**src/rtl/dac_spi_output.sv**
```systemverilog
// dac_spi_output: buffers signed 16-bit synth samples in a small FIFO and streams each
// one to a DAC as an offset-binary word over a mode-0 SPI link, MSB first.
//
// Ports:
//   i_Clock          sole clock, rising edge
//   i_Reset          asynchronous active-low reset
//   i_SampleReady    one-cycle strobe qualifying i_Sample
//   i_Sample[15:0]   signed two's-complement sample
//   i_ClearOverflow  clears the sticky overflow flag
//   o_Overflow       sticky: a sample was dropped because the FIFO was full
//   o_Level          FIFO occupancy
//   o_SPI_CS_n       DAC chip select, active-low
//   o_SPI_SCLK       SPI clock, idle low
//   o_SPI_MOSI       serial data, MSB first
module dac_spi_output #(
    parameter int unsigned CLK_DIV    = 4,
    parameter int unsigned FIFO_DEPTH = 4
) (
    input  logic                          i_Clock,
    input  logic                          i_Reset,
    input  logic                          i_SampleReady,
    input  logic [15:0]                   i_Sample,
    input  logic                          i_ClearOverflow,
    output logic                          o_Overflow,
    output logic [$clog2(FIFO_DEPTH):0]   o_Level,
    output logic                          o_SPI_CS_n,
    output logic                          o_SPI_SCLK,
    output logic                          o_SPI_MOSI
);

    localparam int unsigned AW = $clog2(FIFO_DEPTH);
    localparam logic [AW:0]   LevelFull = (AW+1)'(FIFO_DEPTH);
    localparam logic [AW:0]   LevelOne  = (AW+1)'(1);
    localparam logic [AW-1:0] PtrOne    = AW'(1);
    localparam logic [8:0]    PhaseLast = 9'(CLK_DIV - 1);
    localparam logic [8:0]    GapLast   = 9'(2 * CLK_DIV - 1);

    typedef enum logic [1:0] {StIdle, StLoad, StShift, StGap} state_e;

    state_e        state_q;
    logic [8:0]    div_cnt_q;
    logic [3:0]    bit_cnt_q;
    logic [15:0]   shreg_q;
    logic          cs_n_q, sclk_q, mosi_q;

    logic [15:0]   mem_q [FIFO_DEPTH];
    logic [AW-1:0] wr_ptr_q, rd_ptr_q;
    logic [AW:0]   level_q, level_d;
    logic          overflow_q;

    logic          full, pop, push, drop;
    logic [15:0]   head_word;

    assign full = (level_q == LevelFull);
    assign pop  = (state_q == StLoad);
    // A pop in the same cycle frees the slot, so a write to a full FIFO is still accepted.
    assign push = i_SampleReady && (!full || pop);
    assign drop = i_SampleReady && full && !pop;

    // Offset binary: flip the sign bit.
    assign head_word = mem_q[rd_ptr_q] ^ 16'h8000;

    always_comb begin
        level_d = level_q;
        unique case ({push, pop})
            2'b10:   level_d = level_q + LevelOne;
            2'b01:   level_d = level_q - LevelOne;
            default: level_d = level_q;
        endcase
    end

    always_ff @(posedge i_Clock) begin
        if (push) begin
            mem_q[wr_ptr_q] <= i_Sample;
        end
    end

    always_ff @(posedge i_Clock or negedge i_Reset) begin
        if (!i_Reset) begin
            wr_ptr_q   <= '0;
            rd_ptr_q   <= '0;
            level_q    <= '0;
            overflow_q <= 1'b0;
        end else begin
            if (push) wr_ptr_q <= wr_ptr_q + PtrOne;
            if (pop)  rd_ptr_q <= rd_ptr_q + PtrOne;
            level_q <= level_d;
            // Set wins over clear.
            if (drop) begin
                overflow_q <= 1'b1;
            end else if (i_ClearOverflow) begin
                overflow_q <= 1'b0;
            end
        end
    end

    // Outputs are registered alongside the state, so each output value belongs to the
    // state it is registered with; the shift register is loaded on entry to LOAD so that
    // MOSI already carries bit 15 during LOAD.
    always_ff @(posedge i_Clock or negedge i_Reset) begin
        if (!i_Reset) begin
            state_q   <= StIdle;
            div_cnt_q <= '0;
            bit_cnt_q <= '0;
            shreg_q   <= '0;
            cs_n_q    <= 1'b1;
            sclk_q    <= 1'b0;
            mosi_q    <= 1'b0;
        end else begin
            unique case (state_q)
                StIdle: begin
                    cs_n_q <= 1'b1;
                    sclk_q <= 1'b0;
                    mosi_q <= 1'b0;
                    if (level_q != '0) begin
                        state_q   <= StLoad;
                        cs_n_q    <= 1'b0;
                        shreg_q   <= head_word;
                        mosi_q    <= head_word[15];
                        div_cnt_q <= '0;
                        bit_cnt_q <= '0;
                    end
                end
                StLoad: begin
                    state_q <= StShift;
                end
                StShift: begin
                    if (div_cnt_q == PhaseLast) begin
                        div_cnt_q <= '0;
                        if (!sclk_q) begin
                            sclk_q <= 1'b1;
                        end else begin
                            // Falling edge: advance to the next bit.
                            sclk_q    <= 1'b0;
                            shreg_q   <= {shreg_q[14:0], 1'b0};
                            bit_cnt_q <= bit_cnt_q + 4'd1;
                            if (bit_cnt_q == 4'd15) begin
                                state_q <= StGap;
                                cs_n_q  <= 1'b1;
                                mosi_q  <= 1'b0;
                            end else begin
                                mosi_q <= shreg_q[14];
                            end
                        end
                    end else begin
                        div_cnt_q <= div_cnt_q + 9'd1;
                    end
                end
                StGap: begin
                    if (div_cnt_q == GapLast) begin
                        div_cnt_q <= '0;
                        if (level_q != '0) begin
                            state_q   <= StLoad;
                            cs_n_q    <= 1'b0;
                            shreg_q   <= head_word;
                            mosi_q    <= head_word[15];
                            bit_cnt_q <= '0;
                        end else begin
                            state_q <= StIdle;
                        end
                    end else begin
                        div_cnt_q <= div_cnt_q + 9'd1;
                    end
                end
                default: state_q <= StIdle;
            endcase
        end
    end

    assign o_Overflow = overflow_q;
    assign o_Level    = level_q;
    assign o_SPI_CS_n = cs_n_q;
    assign o_SPI_SCLK = sclk_q;
    assign o_SPI_MOSI = mosi_q;

endmodule

```
**config.mk**
```make
export PLATFORM = sky130hd
export DESIGN_NAME = dac_spi_output
export DESIGN_NICKNAME = d
export VERILOG_FILES = /design/src/rtl/dac_spi_output.sv
export SDC_FILE = /design/constraint.sdc
export NUM_CORES = 1
export LEC_CHECK = 0
export CAP_MARGIN = 25
export CORE_ASPECT_RATIO = 0.8
export CORE_UTILIZATION = 53
export CTS_CLUSTER_DIAMETER = 150
export DETAILED_ROUTE_END_ITERATION = 10
export PLACE_DENSITY = 0.87
export SYNTH_ARGS = -nofsm -noshare
export SYNTH_HDL_FRONTEND = slang
export SYNTH_SLANG_ARGS = --single-unit
```
**constraint.sdc**
```tcl
create_clock -name i_Clock -period 2.1 [get_ports i_Clock]
set_input_delay 0.63 -clock i_Clock [delete_from_list [all_inputs] [get_ports i_Clock]]
set_output_delay 0.63 -clock i_Clock [all_outputs]
set_load 0.02 [all_outputs]
```
==> impl_metrics.py, run 1 <==
metrics = {
    "critical_path": {
        "startpoint_type": "register",
        "critical-path-top-delay-family": "buffers and inverters",
        "cp.depth": 1,
        "crit_arrival_ns": 1.36,
        "worst-setup-path-type": "reg -> out",
        "critical_path_required_ns": 1.47,
        "critical-path-slowest-cell": "sky130_fd_sc_hd__clkdlybuf4s50_1",
        "cpPeakStageDelay_ns": 0.61,
        "cell_chain_of_the_critical_path": "clkdlybuf4s50_1",
        "critPathMaxFanout": 2,
        "critPathBufInv": 1,
        "critical_path.endpoint_type": "output pin",
        "r2r_cells": 6,
    },
    "die": {
        "core_area_um2": 8160,
        "initial_utilization_pct": 56.1,
        "rows": 29,
        "fp.dieW_um": 106,
        "floorplan.die_area_um2": 9010,
        "die_y_um": 85.1,
        "design.portCount": 27,
    },
    "pwr": {
        "power_density_nw_per_um2": 1390,
        "worst_ir_drop_vdd_mv": 0.701,
        "power.static_leakage_nw": 2.01,
    },
    "grt": {
        "grt-ovfl-total": 0,
        "first_global_vias": 2711,
        "grt_start_max_net_pins": 29,
        "grt_antenna_before_repair": 0,
        "gr_util_all_layers_pct": 19.9,
        "grt_first_pass_wirelength_um": 13400,
    },
    "synth": {
        "mappedNetlistNets": 363,
        "synth-warning-count": 0,
        "seq_area_frac_synth_pct": 64.4,
        "synthesized_instance_count": 330,
        "post_synth_num_cell_types": 43,
        "postSynthRegisterBits": 105,
        "synthesis.area_per_instance_um2": 13.9,
        "synthesis.area_um2": 4580,
    },
    "timing": {
        "final_max_slew_viols": 0,
        "achievable-frequency_mhz": 503,
        "whs_ns": 0.195,
        "finalWorstSetupSlack_ns": 0.112,
        "report.final.setup_viol": 0,
        "final_min_period_over_clock_period_pct": 94.7,
        "slew_headroom_pct": 69.6,
        "timing_worst_slew_pin_value_ns": 0.456,
        "finalHoldViolCount": 0,
        "clock_skew_after_layout_ns": 0.00785,
        "layout_min_cycle_time_ns": 1.99,
    },
    "drt": {
        "first_iter_violations": 198,
        "ant_nets": 0,
        "detailedRoute.firstPassIterationCount": 5,
        "wl_um": 8130,
        "drt-wirelength-per-cell_um": 16.9,
        "residual_drc": 0,
        "vias": 2802,
        "vias_per_cell": 5.84,
    },
    "finish": {
        "nets_finish": 401,
        "register_area_um2": 2950,
        "most-common-layout-cells": "sky130_fd_sc_hd__edfxtp_1, sky130_fd_sc_hd__nand2_1, sky130_fd_sc_hd__dfrtp_1",
        "antenna-diode-count": 0,
        "mostFrequentLayoutCell": "sky130_fd_sc_hd__edfxtp_1",
        "multi_input_area_um2": 1510,
        "syn_to_final_growth_pct": 15.4,
        "fill_cells": 578,
        "drive_above_1_share_pct": 16.7,
    },
    "job": {
        "max_cap_viol_count": 0,
    },
    "clock_tree": {
        "clock_insertion_delay_worst_skew_ns": 0.37,
        "clk_pin_slew_ns": 0.10,
        "cts-buffers-inserted": 9,
        "tritoncts": "done",
        "cts_max_path_buffers": 2,
        "cts_sinks": 105,
        "cts-htree-levels": 3,
        "clockRootBuffer": "sky130_fd_sc_hd__clkbuf_8",
        "cts_post_setup_buffers_inserted": 0,
    },
    "place": {
        "hpwl_um": 5580,
        "dp_slack_ns": -0.0766,
        "place_congestion": 0.817,
        "io_buffers": 26,
    },
    "run_status": {
        "status": "finished clean",
    },
    "worst_hold_path": {
        "hold_class": "in -> async",
    },
}
per-layer routing:
layer	GRT usage, %	wire length, um
met1	26.3	3600
met2	31.9	4010
met3	4.92	373
met4	8.08	134
met5	0	0
cells in the mapped netlist (all sizes together):
cell type / count / area, um2
o311ai: 6 / 52.6
a22oi: 1 / 7.51
clkbuf: 10 / 37.5
nand3: 11 / 55.1
xor2: 1 / 8.76
or3: 2 / 17.5
inv: 15 / 56.3
fa: 1 / 20.0
o22ai: 1 / 6.26
xnor2: 5 / 43.8
ha: 12 / 150
a21oi: 22 / 110
dfstp: 1 / 26.3
or2: 2 / 12.5
nor4: 1 / 21.3
nand2: 52 / 195
o22a: 1 / 8.76
nor3b: 1 / 7.51
a21o: 4 / 30.0
o31ai: 2 / 15.0
a31oi: 2 / 12.5
edfxtp: 64 / 1920
dfrtp: 40 / 1000
buf: 6 / 30.0
nor4b: 1 / 8.76
o21ai: 5 / 28.8
mux2: 2 / 22.5
nand4: 2 / 12.5
nand3b: 1 / 7.51
nor3: 3 / 15.0
a41o: 1 / 10.0
a41oi: 15 / 139
nor2b: 1 / 6.26
mux4: 16 / 360
a311oi: 1 / 8.76
o21bai: 1 / 7.51
a22o: 2 / 17.5
nor2: 9 / 33.8
mux2i: 2 / 20.0
and2: 5 / 31.3
where the power goes:
part	switching [W]	leakage [nW]	total, W	internal, W
sequential	0.000279	1.09	0.00307	0.00279
combinational	0.00176	0.832	0.00315	0.00139
clock	0.000697	0.0872	0.00114	0.000443
worst reg2reg max path, delay by kind of cell (launching register included):
kind | cells | cell delay [ns]
buffers and inverters | 1 | 0.22
DFF | 1 | 0.47
and+or+nand+nor | 1 | 0.36
AOI/OAI and AO/OA | 4 | 0.81
cells by family after synthesis:
kind of cell,count (synthesis),synth area share (%)
simple gates,91,9.27
mux,20,8.80
flops,105,64.4
compound gates,64,9.92
xor+xnor,6,1.15
buf+inv,31,2.71
fa+ha+maj,13,3.72
state kept, by name, summed over array words and instances, names as in the netlist:
register	count
o_SPI_MOSI	1
o_Level	3
o_SPI_CS_n	1
mem_q	64
wr_ptr_q	2
state_q	2
shreg_q	15
bit_cnt_q	4
o_Overflow	1
o_SPI_SCLK	1
rd_ptr_q	2
div_cnt_q	9
per-stage QoR:
step	cells	utilization, %	instance area [um2]	power (W)	TNS [ns]
floorplan	330	-	4580	0.00525	0
global placement	465	62.3	5090	0.00610	-0.000438
detailed placement	465	62.3	5090	0.00628	-3.91
CTS	480	64.5	5260	0.00741	0
global route	480	64.7	5280	0.00782	-0.00107
finish	480	64.7	5280	0.00736	0
final cells by class:
class                           instances  share of cell area [%]
Timing Repair Buffer                   43                    8.53
Tap cell                              108                    2.56
Clock inverter                          6                   0.971
Sequential cell                       105                    55.9
Multi-Input combinational cell        194                    28.7
Inverter                               15                    1.07
Clock buffer                            9                    2.35
what timing repair did:
action	CTS	global route
cloned	0	0
hold buffers	0	0
endpoints found under the setup margin	2	75
resized for setup	2	8
path summary, 6_finish.rpt:
kind,from,end,slack [ns]
setup reg to reg,div_cnt_q[3]$_DFFE_PN0P_,shreg_q[11]$_DFFE_PN0P_,0.15
hold / removal,i_Reset,bit_cnt_q[2]$_DFFE_PN0P_,0.19
min in group i_Clock,div_cnt_q[1]$_DFFE_PN0P_,div_cnt_q[1]$_DFFE_PN0P_,0.51
max in group asynchronous,i_Reset,o_SPI_CS_n$_DFFE_PN1P_,1.30
hold reg to reg,div_cnt_q[1]$_DFFE_PN0P_,div_cnt_q[1]$_DFFE_PN0P_,0.51
setup / recovery,o_SPI_MOSI$_DFFE_PN0P_,o_SPI_MOSI,0.11
No activity file was read; power rests on OpenSTA's default activity.
==> inputs of run 2 (changes only) <==
Settings changed: ABC_CLOCK_PERIOD_IN_PS set to 2100.
==> results of run 2 <==
No change in the layout: final DEF, timing and power equal those of run 1.
==> inputs of run 3 (changes only) <==
Settings changed: GPL_ROUTABILITY_DRIVEN set to 1.
==> results of run 3 <==
No change in the layout: final DEF, timing and power equal those of run 1.
